==> src/rtl/log2_frac.sv <==
// Sequential fixed-point log2: integer part from the leading one,
// fraction bits by iterative square-and-compare, one bit per clock.
module log2_frac #(
   parameter  int IN_WIDTH   = 16,
   parameter  int FRAC_WIDTH = 8,
   localparam int INT_WIDTH  = $clog2(IN_WIDTH)
) (
   input  logic                          clk,
   input  logic                          rst,
   input  logic                          in_valid,
   output logic                          in_ready,
   input  logic [IN_WIDTH-1:0]           num,
   output logic                          out_valid,
   input  logic                          out_ready,
   output logic [INT_WIDTH+FRAC_WIDTH-1:0] log,
   output logic                          zero_err
);

   localparam int CNT_W = $clog2(FRAC_WIDTH + 1);

   typedef enum logic [1:0] {IDLE, NORM, ITER, DONE} state_t;

   state_t                          state;
   logic [IN_WIDTH-1:0]             num_reg;
   logic [IN_WIDTH-1:0]             m;
   logic [INT_WIDTH-1:0]            int_reg;
   logic [FRAC_WIDTH-1:0]           frac_reg;
   logic [CNT_W-1:0]                cnt;
   logic [INT_WIDTH+FRAC_WIDTH-1:0] log_reg;
   logic                            zero_err_reg;

   logic [INT_WIDTH-1:0]            msb;
   logic [IN_WIDTH-1:0]             m_norm;
   logic [2*IN_WIDTH-1:0]           p;
   logic                            fbit;
   logic [IN_WIDTH-1:0]             m_next;
   logic [FRAC_WIDTH-1:0]           frac_next;

   always_comb begin
      msb = '0;
      for (int i = 0; i < IN_WIDTH; i++)
         if (num_reg[i]) msb = INT_WIDTH'(i);
   end

   // Normalise to 1.(W-1) so the leading one sits at the MSB.
   assign m_norm = num_reg << (INT_WIDTH'(IN_WIDTH - 1) - msb);

   // Squaring doubles the log; an overflow past 2.0 yields a 1 bit.
   assign p         = {{IN_WIDTH{1'b0}}, m} * {{IN_WIDTH{1'b0}}, m};
   assign fbit      = p[2*IN_WIDTH-1];
   assign m_next    = fbit ? p[2*IN_WIDTH-1:IN_WIDTH]
                           : p[2*IN_WIDTH-2:IN_WIDTH-1];
   assign frac_next = FRAC_WIDTH'({frac_reg, fbit});

   assign in_ready  = (state == IDLE);
   assign out_valid = (state == DONE);
   assign log       = log_reg;
   assign zero_err  = zero_err_reg;

   always_ff @(posedge clk or posedge rst) begin
      if (rst) begin
         state        <= IDLE;
         num_reg      <= '0;
         m            <= '0;
         int_reg      <= '0;
         frac_reg     <= '0;
         cnt          <= '0;
         log_reg      <= '0;
         zero_err_reg <= 1'b0;
      end else begin
         unique case (state)
            IDLE: begin
               if (in_valid) begin
                  num_reg <= num;
                  state   <= NORM;
               end
            end
            NORM: begin
               int_reg <= msb;
               m       <= m_norm;
               if (num_reg == '0) begin
                  zero_err_reg <= 1'b1;
                  log_reg      <= '0;
                  state        <= DONE;
               end else begin
                  zero_err_reg <= 1'b0;
                  cnt          <= '0;
                  frac_reg     <= '0;
                  state        <= ITER;
               end
            end
            ITER: begin
               m        <= m_next;
               frac_reg <= frac_next;
               cnt      <= cnt + CNT_W'(1);
               if (cnt == CNT_W'(FRAC_WIDTH - 1)) begin
                  log_reg <= {int_reg, frac_next};
                  state   <= DONE;
               end
            end
            DONE: begin
               if (out_ready) state <= IDLE;
            end
            default: state <= IDLE;
         endcase
      end
   end

endmodule

==> config.mk <==
export PLATFORM = sky130hd
export DESIGN_NAME = log2_frac
export DESIGN_NICKNAME = d
export VERILOG_FILES = /design/src/rtl/log2_frac.sv
export SDC_FILE = /design/constraint.sdc
export NUM_CORES = 1
export LEC_CHECK = 0
export CAP_MARGIN = 10
export CORE_MARGIN = 2
export CORE_UTILIZATION = 60
export DETAILED_ROUTE_END_ITERATION = 12
export PLACE_DENSITY = 0.76
export SYNTH_ARGS = -nofsm -noshare
export SYNTH_HDL_FRONTEND = slang
export SYNTH_SLANG_ARGS = --single-unit
==> constraint.sdc <==
create_clock -name clk -period 10.85 [get_ports clk]
set_clock_uncertainty 0.15 [all_clocks]
set_input_delay 1.085 -clock clk [delete_from_list [all_inputs] [get_ports clk]]
set_output_delay 1.085 -clock clk [all_outputs]
set_load 0.01 [all_outputs]
==> flow_metrics.tcl <==
set metrics [dict create \
    clock_tree.root_cell "clkbuf_16" \
    grt_busiest_layer "met2" \
    worst_pin_slew_ps 967 \
    use_met3_pct 3.16 \
    clkLatencyLatePin_ps 340 \
    drc_errors 0 \
    rows 48 \
    worstPathMaxFanout 16 \
    wl_per_cell_um 17.0 \
    slew_violations 0 \
    grt_pass1_vias 8452 \
    rsz0062_at_grt "no" \
    status "complete, no violations" \
    design_area_sq_um 11500 \
    start_util_pct 61.6 \
    hold_slack_ps 327 \
    setup_viol 0 \
    critPathRequiredTime_ps 10920 \
    synth_ff_type "dfrtp_1" \
    tns_ps 0 \
    cts_tree "built" \
    dp_hpwl_um 19600 \
    die_w_um 137 \
    clock_path_buffers 2 \
    syn_area_sq_um 10700 \
    grtUsageMet1_pct 38.0 \
    synthTopCellsByArea "fa_1 30%, dfrtp_1 15%, ha_1 13%" \
    io_buffers 34 \
    ant_nets 0 \
    syn_avg_cell_area_sq_um 8.89 \
    wl_um 24300 \
    place_congestion 0.977 \
    start_kind "flop" \
    area_delta_synth_final_pct 7.52 \
    fp.dieH_um 137 \
    ys_types 75 \
    nNetsFinal 1490 \
    finalCritPeriodShare_pct 69.0 \
    max_slew_margin_pct 35.1 \
    core_area_sq_um 17300 \
    ys.warnings.count 0 \
    dieArea_sq_um 18800 \
    path_clk_slew_ps 60 \
    place_area_sq_um 11100 \
    cts_resized 0 \
    fmax_mhz 134 \
    synth_common_cells "262 x inv_1, 161 x fa_1, 143 x nand2_1" \
    htreeDepth 3 \
    num-fill-cells 1467 \
    first_pass_iters 5 \
    via_count 8204 \
    synth_edf_count 0 \
    ys_seq_area_share_pct 14.6 \
    boundaryPins 35 \
    use_met2_pct 48.1 \
    maxCapViolCount 0 \
    antennaDiodeCount 0 \
    cts_made_buffers 9 \
    hold_violations 0 \
    critPathKind "flop to flop" \
    cp-end-kind "flop" \
    globalRoute.totalOverflow 0 \
    cts.sinks 62 \
    cts_setup_buffers 0 \
    min_period_ps 7490 \
    antenna_found_initial 0 \
    yosys.area.top_type "fa_1" \
    postSynthCellCount 1198 \
    ys_ff_latch 62 \
    vias_per_cell 5.73 \
    synth.net_count 1486 \
    hold_path.class "flop to flop" \
    grt_pass1_wl_um 41000 \
    grt_max_degree 63 \
    synth_top_area_share_pct 30.3 \
    drt_iter0_markers 519 \
    gr-usage-all-layers_pct 28.2 \
    drive_gt1_share_pct 5.05 \
    cts_hold_buffers 0 \
    crit_arrival_ps 7550 \
    synthArstFlopShare_pct 100 \
    synth_most_common_cell "inv_1" \
]
placed cells by master, fill, tap and decap left out, types with 5 or more instances in the layout:
cell	instances
and2_1	29
o21a_1	5
a211oi_1	5
o22ai_1	5
o21ai_0	34
or2_2	5
nor3_1	16
xor2_1	6
nand4_1	8
nand2b_1	7
mux2_2	22
nor2_1	65
nand2_1	143
mux2i_1	21
fa_1	161
nor4_1	6
a21o_1	13
dfrtp_1	62
ha_1	107
xnor2_1	15
a31oi_1	6
o21ai_1	9
or3_1	5
nand3_1	13
and3_1	8
clkdlybuf4s50_1	34
inv_1	261
clkbuf_16	9
nor2b_1	5
a21oi_1	42
a221oi_1	5
worst paths after layout:
check | depth (start not counted) | endpoint | from | slack, ps
min in group asynchronous | 3 | num_reg[15] | rst | 1160
max | 22 | m[13] | m[5] | 3360
max reg2reg | 22 | m[13] | m[5] | 3360
max in group asynchronous | 3 | m[13] | rst | 8870
min | 2 | log[5] | log[5] | 330
min reg2reg | 2 | log[5] | log[5] | 330
layer usage:
metal / routed length [um] / vias up / share of wire, %
met5: 0 / - / 0
met3: 1070 / 46 / 4.4
met2: 12100 / 243 / 50
met4: 552 / 0 / 2.3
li1: - / 3828 / -
met1: 10600 / 4087 / 43
cell type report:
| cell class | count | area (sq um) | area share (%) |
|---|---|---|---|
| flip-flops and latches | 62 | 1550 | 13.5 |
| clock inverters | 6 | 110 | 0.962 |
| multi-input cells | 828 | 7930 | 69.2 |
| repair buffers | 37 | 363 | 3.17 |
| well taps | 225 | 282 | 2.46 |
| clock buffers | 10 | 229 | 2.00 |
| inverters | 264 | 991 | 8.65 |
kinds of logic after synthesis:
| family | after synthesis | share of synthesized area [%] |
|---|---|---|
| compound gates | 168 | 10.7 |
| mux | 46 | 4.62 |
| buf+inv | 308 | 11.0 |
| fa+ha+maj | 268 | 42.8 |
| xor+xnor | 23 | 2.14 |
| flops | 62 | 14.6 |
| simple gates | 323 | 14.2 |
metrics by stage:
step | setup WS, ps | std cells | utilization, %
after floorplan | 4330 | 1198 | -
after global placement | 3480 | 1416 | 64.2
after detailed placement | 3440 | 1416 | 64.2
after CTS | 3430 | 1432 | 66.2
after global routing | 2990 | 1432 | 66.2
final | 3360 | 1432 | 66.2
critical path: stages, from the launching register on:
cell      delay (ps)
dfrtp_1          750
inv_1            370
nor2_1           360
fa_1             470
inv_1             80
fa_1             400
inv_1             80
fa_1             440
fa_1             500
fa_1             490
inv_1             50
fa_1             470
inv_1             40
ha_1             400
and3_4           260
a221oi_2          80
nor4b_2          360
a211oi_2         120
o31a_4           390
xor2_2           580
or4_1            200
a31oi_1           80
a211o_1          230
Power is not shown: default switching activity piles up to over one toggle a cycle in this logic, so the estimate is an artifact.
